--- config.mk ---
export PLATFORM = sky130hd
export DESIGN_NAME = sram_rw_port_arbiter
export DESIGN_NICKNAME = d
export VERILOG_FILES = /design/src/rtl/sram_rw_port_arbiter.sv
export SDC_FILE = /design/constraint.sdc
export NUM_CORES = 1
export LEC_CHECK = 0
export BUFFER_PORTS_ARGS = -buffer_cell sky130_fd_sc_hd__buf_2
export CAP_MARGIN = 10
export CORE_AREA = 2 2 93 95
export CTS_BUF_LIST = sky130_fd_sc_hd__clkbuf_16
export DETAILED_ROUTE_END_ITERATION = 7
export DIE_AREA = 0 0 95 97
export PLACE_DENSITY = 0.65
export SKIP_LAST_GASP = 1
export SYNTH_ARGS = -nofsm -noshare
export SYNTH_HDL_FRONTEND = slang
export SYNTH_SLANG_ARGS = --single-unit
--- constraint.sdc ---
create_clock -name clk -period 1.9 [get_ports clk]
set_input_delay 0.19 -clock clk [delete_from_list [all_inputs] [get_ports clk]]
set_output_delay 0.19 -clock clk [all_outputs]
set_load 0.005 [all_outputs]
--- src/rtl/sram_rw_port_arbiter.sv ---
// Round-robin arbiter sharing the RW port of the 32x256 OpenRAM macro between m0 and m1.
// Optional grant/conflict performance counters are enabled with `define SRAM_ARB_PERF_EN.
module sram_rw_port_arbiter #(
  parameter int ADDR_WIDTH     = 8,
  parameter int DATA_WIDTH     = 32,
  parameter int NUM_WMASKS     = 4,
  parameter int RAM_DEPTH      = 1 << ADDR_WIDTH,
  parameter int CLEAR_ON_RESET = 1
) (
  input  logic                  clk,
  input  logic                  rst,

  input  logic                  m0_req,
  input  logic                  m0_we,
  input  logic [ADDR_WIDTH-1:0] m0_addr,
  input  logic [NUM_WMASKS-1:0] m0_wmask,
  input  logic [DATA_WIDTH-1:0] m0_wdata,
  output logic                  m0_gnt,
  output logic                  m0_rvalid,
  output logic [DATA_WIDTH-1:0] m0_rdata,

  input  logic                  m1_req,
  input  logic                  m1_we,
  input  logic [ADDR_WIDTH-1:0] m1_addr,
  input  logic [NUM_WMASKS-1:0] m1_wmask,
  input  logic [DATA_WIDTH-1:0] m1_wdata,
  output logic                  m1_gnt,
  output logic                  m1_rvalid,
  output logic [DATA_WIDTH-1:0] m1_rdata,

  output logic                  init_done,

`ifdef SRAM_ARB_PERF_EN
  output logic [31:0]           m0_gnt_cnt,
  output logic [31:0]           m1_gnt_cnt,
  output logic [31:0]           conflict_cnt,
`endif

  output logic                  sram_csb0,
  output logic                  sram_web0,
  output logic [NUM_WMASKS-1:0] sram_wmask0,
  output logic [ADDR_WIDTH-1:0] sram_addr0,
  output logic [DATA_WIDTH-1:0] sram_din0,
  input  logic [DATA_WIDTH-1:0] sram_dout0
);

  typedef enum logic {
    ST_INIT = 1'b0,
    ST_RUN  = 1'b1
  } state_t;

  localparam state_t                  RESET_STATE = (CLEAR_ON_RESET != 0) ? ST_INIT : ST_RUN;
  localparam logic [ADDR_WIDTH-1:0]   LAST_ADDR   = ADDR_WIDTH'(RAM_DEPTH - 1);

  state_t                  state_reg, state_next;
  logic [ADDR_WIDTH-1:0]   cnt_reg, cnt_next;
  logic                    last_gnt_reg, last_gnt_next;

  // Requester attributes gathered into arrays so the winner can be muxed by index.
  logic [1:0]              req_vec;
  logic [1:0]              we_vec;
  logic [1:0]              gnt_vec;
  logic [ADDR_WIDTH-1:0]   addr_arr  [2];
  logic [NUM_WMASKS-1:0]   wmask_arr [2];
  logic [DATA_WIDTH-1:0]   wdata_arr [2];
  logic                    rvalid_reg [2];
  logic                    win_sel;
  logic                    win_any;

  assign req_vec      = {m1_req, m0_req};
  assign we_vec       = {m1_we, m0_we};
  assign addr_arr[0]  = m0_addr;
  assign addr_arr[1]  = m1_addr;
  assign wmask_arr[0] = m0_wmask;
  assign wmask_arr[1] = m1_wmask;
  assign wdata_arr[0] = m0_wdata;
  assign wdata_arr[1] = m1_wdata;

  always_ff @(posedge clk or posedge rst) begin
    if (rst) begin
      state_reg    <= RESET_STATE;
      cnt_reg      <= '0;
      last_gnt_reg <= 1'b1;
    end else begin
      state_reg    <= state_next;
      cnt_reg      <= cnt_next;
      last_gnt_reg <= last_gnt_next;
    end
  end

  // Everything is gated by rst so reset takes effect on the macro pins immediately,
  // not at the next edge.
  always_comb begin
    state_next    = state_reg;
    cnt_next      = cnt_reg;
    last_gnt_next = last_gnt_reg;
    win_sel       = 1'b0;
    win_any       = 1'b0;
    gnt_vec       = 2'b00;
    init_done     = 1'b0;
    sram_csb0     = 1'b1;
    sram_web0     = 1'b1;
    sram_wmask0   = '0;
    sram_addr0    = '0;
    sram_din0     = '0;

    if (!rst) begin
      case (state_reg)
        ST_INIT: begin
          sram_csb0   = 1'b0;
          sram_web0   = 1'b0;
          sram_wmask0 = '1;
          sram_addr0  = cnt_reg;
          cnt_next    = cnt_reg + 1'b1;
          if (cnt_reg == LAST_ADDR) begin
            state_next = ST_RUN;
            cnt_next   = '0;
          end
        end
        ST_RUN: begin
          init_done = 1'b1;
          // m0 wins a tie unless it was the last one served.
          if (req_vec[0] && (!req_vec[1] || last_gnt_reg)) begin
            win_sel = 1'b0;
            win_any = 1'b1;
          end else if (req_vec[1]) begin
            win_sel = 1'b1;
            win_any = 1'b1;
          end
          if (win_any) begin
            gnt_vec[win_sel] = 1'b1;
            last_gnt_next    = win_sel;
            sram_csb0        = 1'b0;
            sram_web0        = ~we_vec[win_sel];
            sram_wmask0      = wmask_arr[win_sel];
            sram_addr0       = addr_arr[win_sel];
            sram_din0        = wdata_arr[win_sel];
          end
        end
        default: begin
          state_next = RESET_STATE;
          cnt_next   = '0;
        end
      endcase
    end
  end

  genvar gi;
  generate
    for (gi = 0; gi < 2; gi++) begin : g_rvalid
      always_ff @(posedge clk or posedge rst) begin
        if (rst) begin
          rvalid_reg[gi] <= 1'b0;
        end else begin
          rvalid_reg[gi] <= gnt_vec[gi] & ~we_vec[gi];
        end
      end
    end
  endgenerate

  assign m0_gnt    = gnt_vec[0];
  assign m1_gnt    = gnt_vec[1];
  assign m0_rvalid = rvalid_reg[0];
  assign m1_rvalid = rvalid_reg[1];
  // The macro drives dout0 one cycle after the grant, exactly while rvalid is high.
  assign m0_rdata  = sram_dout0;
  assign m1_rdata  = sram_dout0;

`ifdef SRAM_ARB_PERF_EN
  logic [31:0] gnt_cnt_reg [2];
  logic [31:0] conflict_cnt_reg;

  generate
    for (gi = 0; gi < 2; gi++) begin : g_gnt_cnt
      always_ff @(posedge clk or posedge rst) begin
        if (rst) begin
          gnt_cnt_reg[gi] <= '0;
        end else if (gnt_vec[gi] && (gnt_cnt_reg[gi] != 32'hFFFF_FFFF)) begin
          gnt_cnt_reg[gi] <= gnt_cnt_reg[gi] + 32'd1;
        end
      end
    end
  endgenerate

  always_ff @(posedge clk or posedge rst) begin
    if (rst) begin
      conflict_cnt_reg <= '0;
    end else if ((state_reg == ST_RUN) && (&req_vec) && (conflict_cnt_reg != 32'hFFFF_FFFF)) begin
      conflict_cnt_reg <= conflict_cnt_reg + 32'd1;
    end
  end

  assign m0_gnt_cnt   = gnt_cnt_reg[0];
  assign m1_gnt_cnt   = gnt_cnt_reg[1];
  assign conflict_cnt = conflict_cnt_reg;
`endif

endmodule

* After elaboration in Yosys (flattened, before gate mapping)
Index checks and enable logic that the tools add are counted.
Word-level totals: output and inout port bits 115, logic and storage cells 67, input bits 126, register bits 12
Operators by class: reduce and logical (&&, ||, !) cells 6, multiplexer cells 43, add/subtract/negate cells 1, bitwise operators 8, order comparisons 3, equal/unequal tests 1
Operators by type and width (number):
- 32-bit 2-to-1 mux | 6
- 8-bit 2-to-1 mux | 6
- 4-bit 2-to-1 mux | 5
- 1-bit 2-to-1 mux | 18
- 8-bit case mux with 2 select lines | 1
- 8-bit by 1-bit adder with 8-bit output, second input constant | 1
- 8-bit == test, second input constant | 1
- 4-bit case mux with 2 select lines | 1
- 2-bit 2-to-1 mux | 3
- 1-bit inverter | 5
- 1-bit case mux with 2 select lines | 2
- 3-bit AND reduction | 1
- 1-bit AND | 2
- 2-bit >= comparator, second input constant | 1
- 1-bit logical AND | 2
- 1-bit by 2-bit less-than comparator with 1-bit output, second input constant | 1
- 1-bit inverter with 2-bit output | 1
- 2-bit AND reduction | 1
- 1-bit demux with 1-bit select | 1
- 1-bit >= comparator, second input constant | 1
- 1-bit zero test | 1
- 1-bit logical OR | 1

* Longest topological paths before layout
depth after elaboration 14, gate-level depth with buffers 6, depth with buffers taken out 5

* Worst setup path before layout
No wires, ideal clock.
path kind flip-flop to output port, from register last_gnt_reg, to output port sram_din0[17], setup slack 527 ps, arrival 1183 ps, cell stages (with the launch flop) 5, cell sequence dfstp_2 -> buf_2 -> buf_2 -> a211oi_1 -> a211oi_1
On the way: longest elaborated chain between the ends 12
RTL lines:
- start, declared | RTL line 57 | logic last_gnt_reg, last_gnt_next;
- start signal, assigned | RTL line 87 | last_gnt_reg <= last_gnt_next;
- 1-bit logical OR (*) | RTL line 123 | if (req_vec[0] && (!req_vec[1] || last_gnt_reg)) begin
- 1-bit logical AND (*) | RTL line 123
- 1-bit 2-to-1 mux | RTL line 123
- 1-bit 2-to-1 mux | RTL line 108 | case (state_reg)
- 1-bit 2-to-1 mux | RTL line 107 | if (!rst) begin
- 1-bit inverter with 2-bit output (not written as such) | RTL line 137 | sram_din0 = wdata_arr[win_sel];
- 32-bit 2-to-1 mux (not written as such) (3 in a row) | RTL line 137
- 32-bit 2-to-1 mux (*) | RTL line 130 | if (win_any) begin
- 32-bit 2-to-1 mux (*) | RTL line 108
- 32-bit 2-to-1 mux (*) | RTL line 107
- end, declared | RTL line 43 | output logic [DATA_WIDTH-1:0] sram_din0,
Mark *: on every way between the ends. The rest lies on a longest branch, timed or not. The select of a mux whose other input is x is not followed.

* Final worst setup path
from register last_gnt_reg, to output port sram_din0[29]
The elaborated chain is that of the path after synthesis.

==> impl_metrics.tcl <==
set metrics [dict create \
    run_status "complete, no violations" \
    yosys-mux-area-fraction 0.00513 \
    wirelength_mm 7.58 \
    dp.cells 464 \
    post_route_cells_drive_above_1_share 0.489 \
    antenna_cells 0 \
    leading_cell_types_in_the_layout_fill_and_taps_excluded "buf_2, a211oi_1, inv_1" \
    power.share.switching 0.358 \
    total_clock_buffers_created_by_cts 3 \
    globalRouteTotalUtil 0.153 \
    die_width_um 95 \
    arrival_ns 1.65 \
    via_count_of_the_first_global_routing_pass 2254 \
    cts-hold-fix-buffers 0 \
    areal_power_density_over_the_cells_nw_per_um2 472 \
    switchingPower_mw 0.448 \
    floorplan_die_height_um 97 \
    cts.sinks 12 \
    synthArstFlopShare 1.00 \
    detail_route.vias_per_cell 5.09 \
    post_synth_instance_area_um2 2190 \
    clkSlewWorstSetupHoldPaths_ns 0.04 \
    ys_top_cells_by_area "a211oi_1, buf_4, dfrtp_1, inv_1, buf_2" \
    report.final.slew_viol_count 0 \
    grt_start_max_net_pins 42 \
    quantity_of_i_o_buffers_inserted_on_ports 144 \
    ys_seq_elements 12 \
    clkLatencyLatePin_ns 0.24 \
    ys_warn_count 0 \
    rsz0062_at_grt "true" \
    post_dp_cell_area_um2 2520 \
    area_of_the_multi_input_gates_um2 1140 \
    total_power_mw 1.25 \
    dp_hpwl_mm 5.65 \
    finalHoldViolations 0 \
    synth_edf_count 0 \
    area.sequential_um2 302 \
    clk_root_buffer_cell "clkbuf_16" \
    kind_of_cell_adding_the_most_delay_to_the_critical_path "flip-flops" \
    overflow 0 \
    worst_hold_slack_ns 0.0317 \
    final_nets 494 \
    finClkSkew_ns 0.00434 \
    max_stage_delay_cell_worst_path "dfstp_2" \
    synth_top_family_by_area "compound AO/OA/AOI/OAI gates" \
    layout_overhead_on_the_synthesized_area_pct 21.0 \
    first_pass_grt_wire_length_mm 11.4 \
    power_report.internal_total_mw 0.804 \
    synth-seq-area-share 0.137 \
    dieArea_um2 9220 \
    worstMarginPinSlew_ns 0.655 \
    drv_cap 0 \
    fin_crit_sh 0.970 \
    post_synth_xor_area_fraction 0.0160 \
    cts_tree "built" \
    timing_worst_setup_path_type "reg2out" \
    synth_fp_nets 424 \
    critical_path.max_stage_delay_ns 0.58 \
    fin_area_um2 2650 \
    ios 241 \
    number_of_flip_flops_in_the_largest_register 8 \
    critPathLaunchType "flop" \
    core_area_um2 8130 \
    r2r_start "cnt_reg[0]$_DFFE_PP0P_" \
    route.detailed.wl_per_inst_um 16.1 \
    cp_cell_sequence "clkinvlp_4, a21oi_2, buf_12, a211oi_1, buf_2" \
    critical_path_peak_fanout 34 \
    synthDistinctLibCells 40 \
    required_ns 1.71 \
    vdd_ir_drop_max_mv 0.281 \
    postSynthCellCount 297 \
    worst-path-stages 5 \
    fin_setup_tns_ns 0 \
    post_synthesis_compound_gate_area_fraction 0.395 \
    postSynth.topFlopCell "dfrtp_1" \
    synthDominantAreaCellType "a211oi_1" \
    start_util 0.270 \
    drt.antenna.violating_nets 0 \
    worstSetupEndpointType "output port" \
    max_freq_ghz 0.543 \
    placement_rows 33 \
    level_count_of_the_clock_h_tree 1 \
    power.share.sequential 0.226 \
    timing.hold.worst.class "in2async" \
    rr_worst_depth 4 \
    worst_setup_path_startpoint "last_gnt_reg$_DFFE_PP1P_" \
    clockBufferDepth 2 \
    syn_avg_cell_area_um2 7.39 \
    drc 0 \
    fillerInstances 858 \
    initialDrtViolationCount 127 \
    antenna_found_initial 0 \
    synth_top_cell_area_share 0.270 \
    synth_simple_gate_area_share 0.0827 \
    num_vias 2396 \
    layout.cells.most_common "buf_2" \
    timing.final.setup_violations 0 \
    synthAdderAreaFrac 0.00570 \
    cellLeakagePower_nw 1.30 \
    comb_power_share 0.468 \
    timing.max_slew.rel_slack 0.562 \
    period_minus_ws_final_ns 1.84 \
    final_cell_count_no_fill 471 \
    routabilityCongestion 0.906 \
    clock_power_share 0.307 \
    count_of_tritonroute_iterations_in_the_first_routing_pass 4 \
    cp.buffers_inverters 3 \
]
-- per-layer routing --
| metal | vias to the layer above | GRT usage | share of wire |
|---|---|---|---|
| li1 | 1163 | - | - |
| met1 | 1100 | 0.194 | 0.41 |
| met2 | 110 | 0.252 | 0.49 |
| met3 | 23 | 0.0389 | 0.083 |
| met4 | 0 | 0.0479 | 0.020 |
| met5 | - | 0 | 0 |
-- Yosys cell counts, types with 2 or more instances --
cell and n:
a211oi_1 79, a21o_1 2, a21oi_1 2, a31oi_1 5
and2_1 2, buf_2 19, buf_4 69, clkbuf_1 3
dfrtp_1 11, inv_1 36, inv_2 4, nand2_1 11
nand4_1 2, nor2_1 3, nor3_1 3, nor4_2 2
o211ai_1 10, o31ai_1 10, xnor2_1 2, xor2_1 2
-- logic make-up (layout without fill, tap and decap cells) --
| logic type | count (synthesis) | count (layout) |
|---|---|---|
| buffers and inverters | 132 | 200 |
| AOI/OAI and AO/OA | 116 | 117 |
| and+or+nand+nor | 31 | 31 |
| DFF | 12 | 12 |
| xor gates and xnor gates | 4 | 4 |
| adders and majority gates | 1 | 1 |
| muxes | 1 | 1 |
-- worst paths after layout --
path | end | slack (ns)
worst max-delay path | sram_din0[29] | 0.06
worst min-delay path | m0_rvalid$_DFF_PP0_ | 0.03
worst max register to register | cnt_reg[5]$_DFFE_PP0P_ | 0.32
worst min register to register | cnt_reg[6]$_DFFE_PP0P_ | 0.53
max in group asynchronous | last_gnt_reg$_DFFE_PP1P_ | 1.63
min in group clk | m0_rvalid$_DFF_PP0_ | 0.15
-- worst reg2reg max path, delay by kind of cell (launching register included) --
kind / cells / cell delay (ns)
simple gates: 2 / 0.58
fa+ha+maj: 1 / 0.23
compound gates: 1 / 0.18
flops: 1 / 0.44
-- per-stage QoR --
| stage | utilization | setup WS [ns] |
|---|---|---|
| after floorplan | - | 0.527 |
| after global placement | 0.309 | 0.134 |
| after detailed placement | 0.309 | 0.0902 |
| after CTS | 0.322 | 0.0401 |
| after global routing | 0.326 | -0.0162 |
| final | 0.326 | 0.0573 |
-- timing repair --
item / 4_1_cts / 5_1_grt
gates resized for setup: 2 / 5
endpoints found under the hold margin: 0 / 0
cloned: 0 / 1
pin swaps: 0 / 1
setup endpoints to repair: 33 / 22
buffers inserted: 2 / 0
-- layout make-up --
| class | count | area share |
|---|---|---|
| repair buffers | 156 | 0.318 |
| clock inverters | 1 | 0.00141 |
| inverters | 40 | 0.0580 |
| clock buffers | 3 | 0.0283 |
| well taps | 105 | 0.0495 |
| flip-flops and latches | 12 | 0.114 |
| multi-input cells | 154 | 0.431 |
-- power groups by stage --
stage | clock network, mW | registers, mW | logic, mW
after floorplan | 0 | 0.280 | 0.416
after global placement | 0 | 0.286 | 0.542
after detailed placement | 0 | 0.287 | 0.550
after CTS | 0.388 | 0.282 | 0.569
after global routing | 0.410 | 0.284 | 0.643
final | 0.384 | 0.283 | 0.585
Power figures use the tool's default switching activity.
